File: src/rtl/alu_cmd_issuer.sv
// Command FIFO -> credit-gated ALU issue -> fixed-latency capture -> result FIFO.
// Credits cover result slots plus in-flight ops, so the non-stallable ALU never overflows the result FIFO.
module alu_cmd_issuer #(
  parameter int DATA_W    = 8,
  parameter int OP_W      = 3,
  parameter int CMD_DEPTH = 4,
  parameter int RES_DEPTH = 4,
  parameter int ALU_LAT   = 1
) (
  input  logic              clk,
  input  logic              rst,
  input  logic              cmd_valid,
  output logic              cmd_ready,
  input  logic [DATA_W-1:0] cmd_a,
  input  logic [DATA_W-1:0] cmd_b,
  input  logic [OP_W-1:0]   cmd_op,
  output logic [DATA_W-1:0] alu_a,
  output logic [DATA_W-1:0] alu_b,
  output logic [OP_W-1:0]   alu_op,
  input  logic [DATA_W-1:0] alu_out,
  input  logic              alu_c,
  output logic              res_valid,
  input  logic              res_ready,
  output logic [DATA_W-1:0] res_data,
  output logic              res_c,
  output logic              busy
);

  localparam int CAW = $clog2(CMD_DEPTH);
  localparam int CCW = CAW + 1;
  localparam int RAW = $clog2(RES_DEPTH);
  localparam int RCW = RAW + 1;
  localparam logic [CCW-1:0] CMD_FULL = CCW'(CMD_DEPTH);
  localparam logic [RCW-1:0] RES_FULL = RCW'(RES_DEPTH);
  localparam logic [RCW:0]   RES_CAP  = (RCW+1)'(RES_DEPTH);

  typedef struct packed {
    logic [DATA_W-1:0] a;
    logic [DATA_W-1:0] b;
    logic [OP_W-1:0]   op;
  } cmd_t;

  typedef struct packed {
    logic              c;
    logic [DATA_W-1:0] data;
  } res_t;

  // ---------------- command FIFO ----------------
  cmd_t           cmd_mem [CMD_DEPTH];
  logic [CAW-1:0] cmd_wr, cmd_rd;
  logic [CCW-1:0] cmd_count;
  logic           ready_en;
  logic           cmd_push;
  logic           issue;
  cmd_t           cmd_in, cmd_head;

  // ---------------- issue / in-flight ----------------
  logic [RCW-1:0] inflight;
  logic [RCW:0]   res_used;
  logic [ALU_LAT:0] vld_pipe;
  logic           capture;

  // ---------------- result FIFO ----------------
  res_t           res_mem [RES_DEPTH];
  logic [RAW-1:0] res_wr, res_rd;
  logic [RCW-1:0] res_count;
  logic           res_pop;
  res_t           res_in, res_head;

  assign cmd_in   = '{a: cmd_a, b: cmd_b, op: cmd_op};
  assign cmd_head = cmd_mem[cmd_rd];

  // ready_en keeps cmd_ready low through reset and the release cycle
  assign cmd_ready = ready_en && (cmd_count < CMD_FULL);
  assign cmd_push  = cmd_valid && cmd_ready;

  assign res_used = {1'b0, res_count} + {1'b0, inflight};
  assign issue    = (cmd_count != '0) && (res_used < RES_CAP);
  assign capture  = vld_pipe[ALU_LAT];

  assign res_in    = '{c: alu_c, data: alu_out};
  assign res_head  = res_mem[res_rd];
  assign res_valid = (res_count != '0);
  assign res_pop   = res_valid && res_ready;
  assign res_data  = res_valid ? res_head.data : '0;
  assign res_c     = res_valid ? res_head.c    : 1'b0;

  assign busy = (cmd_count != '0) || (inflight != '0) || (res_count != '0);

  always_ff @(posedge clk) begin
    if (cmd_push) cmd_mem[cmd_wr] <= cmd_in;
  end

  always_ff @(posedge clk or posedge rst) begin
    if (rst) begin
      ready_en  <= 1'b0;
      cmd_wr    <= '0;
      cmd_rd    <= '0;
      cmd_count <= '0;
    end else begin
      ready_en <= 1'b1;
      if (cmd_push) cmd_wr <= cmd_wr + 1'b1;
      if (issue)    cmd_rd <= cmd_rd + 1'b1;
      cmd_count <= cmd_count + CCW'(cmd_push) - CCW'(issue);
    end
  end

  // ALU operand registers hold their value when nothing issues
  always_ff @(posedge clk or posedge rst) begin
    if (rst) begin
      alu_a    <= '0;
      alu_b    <= '0;
      alu_op   <= '0;
      vld_pipe <= '0;
      inflight <= '0;
    end else begin
      if (issue) begin
        alu_a  <= cmd_head.a;
        alu_b  <= cmd_head.b;
        alu_op <= cmd_head.op;
      end
      vld_pipe[0] <= issue;
      for (int i = 1; i <= ALU_LAT; i++) vld_pipe[i] <= vld_pipe[i-1];
      inflight <= inflight + RCW'(issue) - RCW'(capture);
    end
  end

  always_ff @(posedge clk) begin
    if (capture) res_mem[res_wr] <= res_in;
  end

  always_ff @(posedge clk or posedge rst) begin
    if (rst) begin
      res_wr    <= '0;
      res_rd    <= '0;
      res_count <= '0;
    end else begin
      if (capture) res_wr <= res_wr + 1'b1;
      if (res_pop) res_rd <= res_rd + 1'b1;
      res_count <= res_count + RCW'(capture) - RCW'(res_pop);
    end
  end

  // Credit accounting must make a capture into a full result FIFO impossible
  always_ff @(posedge clk) begin
    if (!rst && capture) assert (res_count < RES_FULL);
  end

endmodule

File: config.mk
export PLATFORM = sky130hd
export DESIGN_NAME = alu_cmd_issuer
export DESIGN_NICKNAME = d
export VERILOG_FILES = /design/src/rtl/alu_cmd_issuer.sv
export SDC_FILE = /design/constraint.sdc
export NUM_CORES = 1
export LEC_CHECK = 0
export BUFFER_PORTS_ARGS = -buffer_cell sky130_fd_sc_hd__buf_2
export CORE_MARGIN = 4
export CORE_UTILIZATION = 25
export CTS_CLUSTER_DIAMETER = 40
export DETAILED_ROUTE_END_ITERATION = 10
export GPL_ROUTABILITY_DRIVEN = 0
export GPL_TIMING_DRIVEN = 0
export PLACE_DENSITY = 0.41
export SLEW_MARGIN = 20
export SYNTH_ARGS = -nofsm -noshare
export SYNTH_HDL_FRONTEND = slang
export SYNTH_SLANG_ARGS = --single-unit
File: constraint.sdc
create_clock -name clk -period 4.7 [get_ports clk]
set_clock_uncertainty 0.1 [all_clocks]
set_input_delay 0.94 -clock clk [delete_from_list [all_inputs] [get_ports clk]]
set_output_delay 0.94 -clock clk [all_outputs]
set_load 0.05 [all_outputs]
==> flow_metrics.tcl <==
set metrics [dict create \
    ctsHtreeMaxLevel 4 \
    syn_area_per_cell_um2 20.6 \
    pin_count_of_the_biggest_net_entering_global_routing 23 \
    mapped_nets 338 \
    timing.final.setup_violations 0 \
    min_period_over_period 0.661 \
    p_leak_nw 2.68 \
    share_clk_of_total_power 0.249 \
    cts-root-buf "clkbuf_16" \
    max_slew.worst_pin.slew_ns 0.821 \
    timing_max_transition_violations_final 0 \
    start_kind "register" \
    fp.dieArea_um2 26300 \
    type_of_the_most_critical_hold_path "register to register" \
    clkSlewWorstSetupHoldPaths_ns 0.07 \
    clock-sinks 151 \
    cp_data_required_time_ns 3.66 \
    power.sequential.fraction 0.355 \
    irDropWorstVdd_mv 0.317 \
    detailedPlacementHpwl_um 7440 \
    antenna_cells 0 \
    track_usage 0.0951 \
    clk_path_buf_depth 2 \
    multi_input_comb_area_um2 1480 \
    route.detailed.vias_per_inst 3.96 \
    filler_cells_inserted 2324 \
    fp.dieH_um 162 \
    critPathKind "register to primary output" \
    core_um2 23400 \
    net_switching_power_w 0.00193 \
    cap_viol_max_count 0 \
    grt_pass1_wl_um 18300 \
    insertion_delay_of_the_later_clocked_pin_in_the_worst_skew_pair_ns 0.42 \
    finalWirelength_um 11700 \
    cts_buffers 17 \
    die_w_um 162 \
    postPlaceCellArea_um2 6690 \
    place.port_buffers 62 \
    grt_antenna_before_repair 1 \
    first_iter_violations 94 \
    hold_buf_cts 0 \
    rsz0062_at_grt "false" \
    seq_area_frac_synth 0.730 \
    drc_viols 0 \
    starting_density_of_the_core 0.254 \
    syn_inst 289 \
    status "finished clean" \
    final_critical_path_setup_slack_ns 1.59 \
    synth_warnings 0 \
    cts_post_setup_buffers_inserted 0 \
    power.share.combinational 0.396 \
    p_int_w 0.00334 \
    seq_cells_post_synth 151 \
    grt.overflow.total 0 \
    vias 2785 \
    route.detailed.wl_per_inst_um 16.7 \
    power.switching_fraction 0.367 \
    worstPathArrival_ns 2.07 \
    timing.slew.headroom 0.453 \
    ys_dominant_reg_cell "edfxtp_1" \
    synth-async-reset-ratio 0.258 \
    post_cts_resize_count 0 \
    finalCriticalPeriod_ns 3.11 \
    grt_pass1_vias 3080 \
    synth_edf_count 112 \
    post-place-ws_ns 1.99 \
    antenna_left 0 \
    synth.distinct_cells 29 \
    critPathCaptureType "primary output" \
    synth_area_um2 5940 \
    final_nets 420 \
    maxClockFrequency_mhz 322 \
    tritoncts "yes" \
    power.density_cell_area_nw_per_um2 727 \
    hold_viol 0 \
    ioPinCount 63 \
    cp_max_fo 10 \
    syn2layout_area_growth_pct 22.0 \
    num_rows 56 \
    fin_area_um2 7250 \
    setup-tns-final_ns 0 \
    final-seq-area_um2 4340 \
    final_layout_size_suffix_gt1_frac 0.401 \
    drt_pre_antenna_iters 4 \
]
==> layout by cell type, fill, tap and decap left out, drive strengths merged, types with 10 or more instances in the layout <==
cell and instances:
mux4 28, clkbuf 22, xnor2 10, buf 69, dfrtp 39, ha 14
and2 15, inv 20, edfxtp 112, mux2 20
==> registers in the layout (all words and copies together), names as in the netlist, 3 cells and up <==
register   flops
cmd_count      3
alu_b          8
res_count      3
alu_a          8
inflight       3
res_mem       36
cmd_mem       76
alu_op         3
==> synth_stat cells, types with 3 or more instances <==
cell	count	area share
clkbuf_1	5	0.0032
buf_2	3	0.0025
mux2_2	5	0.0095
mux4_2	28	0.11
edfxtp_1	112	0.57
ha_1	14	0.029
inv_1	13	0.0082
fa_1	3	0.010
xnor2_1	10	0.015
mux2_4	14	0.035
and3_1	4	0.0042
xor2_1	4	0.0059
dfrtp_1	39	0.16
and2_1	15	0.016
==> cell families after synthesis <==
group                    synth area share
buffers and inverters              0.0211
multiplexers                        0.153
AND/OR/NAND/NOR                    0.0343
flip-flops                          0.730
adder cells (fa/ha/maj)            0.0396
AO/OA/AOI/OAI                    0.000841
other                            0.000631
XOR/XNOR                           0.0206
==> per-layer routing <==
layer	wire length (um)	part of all wire	track usage	vias to the layer above
li1	-	-	-	1270
met1	5070	0.43	0.116	1440
met2	5850	0.50	0.154	59
met3	620	0.053	0.0373	14
met4	157	0.013	0.0358	2
met5	13	0.0011	0	-
==> power by group through the flow <==
stage / clock network [W] / logic [W] / registers [W]
6_report: 0.00131 / 0.00209 / 0.00187
4_1_cts: 0.00135 / 0.00214 / 0.00188
2_1_floorplan: 0 / 0.00139 / 0.00216
5_1_grt: 0.00141 / 0.00226 / 0.00191
3_5_place_dp: 0 / 0.00214 / 0.00191
3_3_place_gp: 0 / 0.00212 / 0.00190
==> path summary, 6_finish.rpt <==
kind                            slack [ns]  depth (start not counted)      endpoint        start
worst max-delay path                  1.59                          4   res_data[6]    res_rd[0]
worst min-delay path                  0.25                          0   vld_pipe[1]  vld_pipe[0]
worst max register to register        2.00                         11  cmd_count[2]  inflight[2]
worst min register to register        0.25                          0   vld_pipe[1]  vld_pipe[0]
max in group asynchronous             3.48                          3  cmd_count[1]          rst
min in group asynchronous             0.50                          2      alu_a[4]          rst
==> worst max-delay path, cell delays in order, from the launching register on <==
cell     delay (ns)
dfrtp_1        0.36
buf_2          0.35
mux4_2         0.55
and2_1         0.18
buf_2          0.21
==> area by class of cell <==
type / instances / share of cell area
buffer: 11 / 0.0105
clock buffer: 17 / 0.0587
clock inverter: 15 / 0.0193
inverter: 13 / 0.00673
multi-input combinational: 114 / 0.205
sequential: 151 / 0.598
tap: 319 / 0.0550
timing repair buffer: 63 / 0.0466
==> per-stage QoR <==
step | hold WS, ns | total power, W | cells | utilization
3_5_place_dp | 0.238 | 0.00405 | 671 | 0.286
6_report | 0.249 | 0.00527 | 703 | 0.310
4_1_cts | 0.253 | 0.00538 | 703 | 0.310
2_1_floorplan | 0.231 | 0.00354 | 289 | -
5_1_grt | 0.269 | 0.00558 | 703 | 0.310
3_3_place_gp | 0.234 | 0.00402 | 670 | 0.284
(Power assumes the default switching activity.)
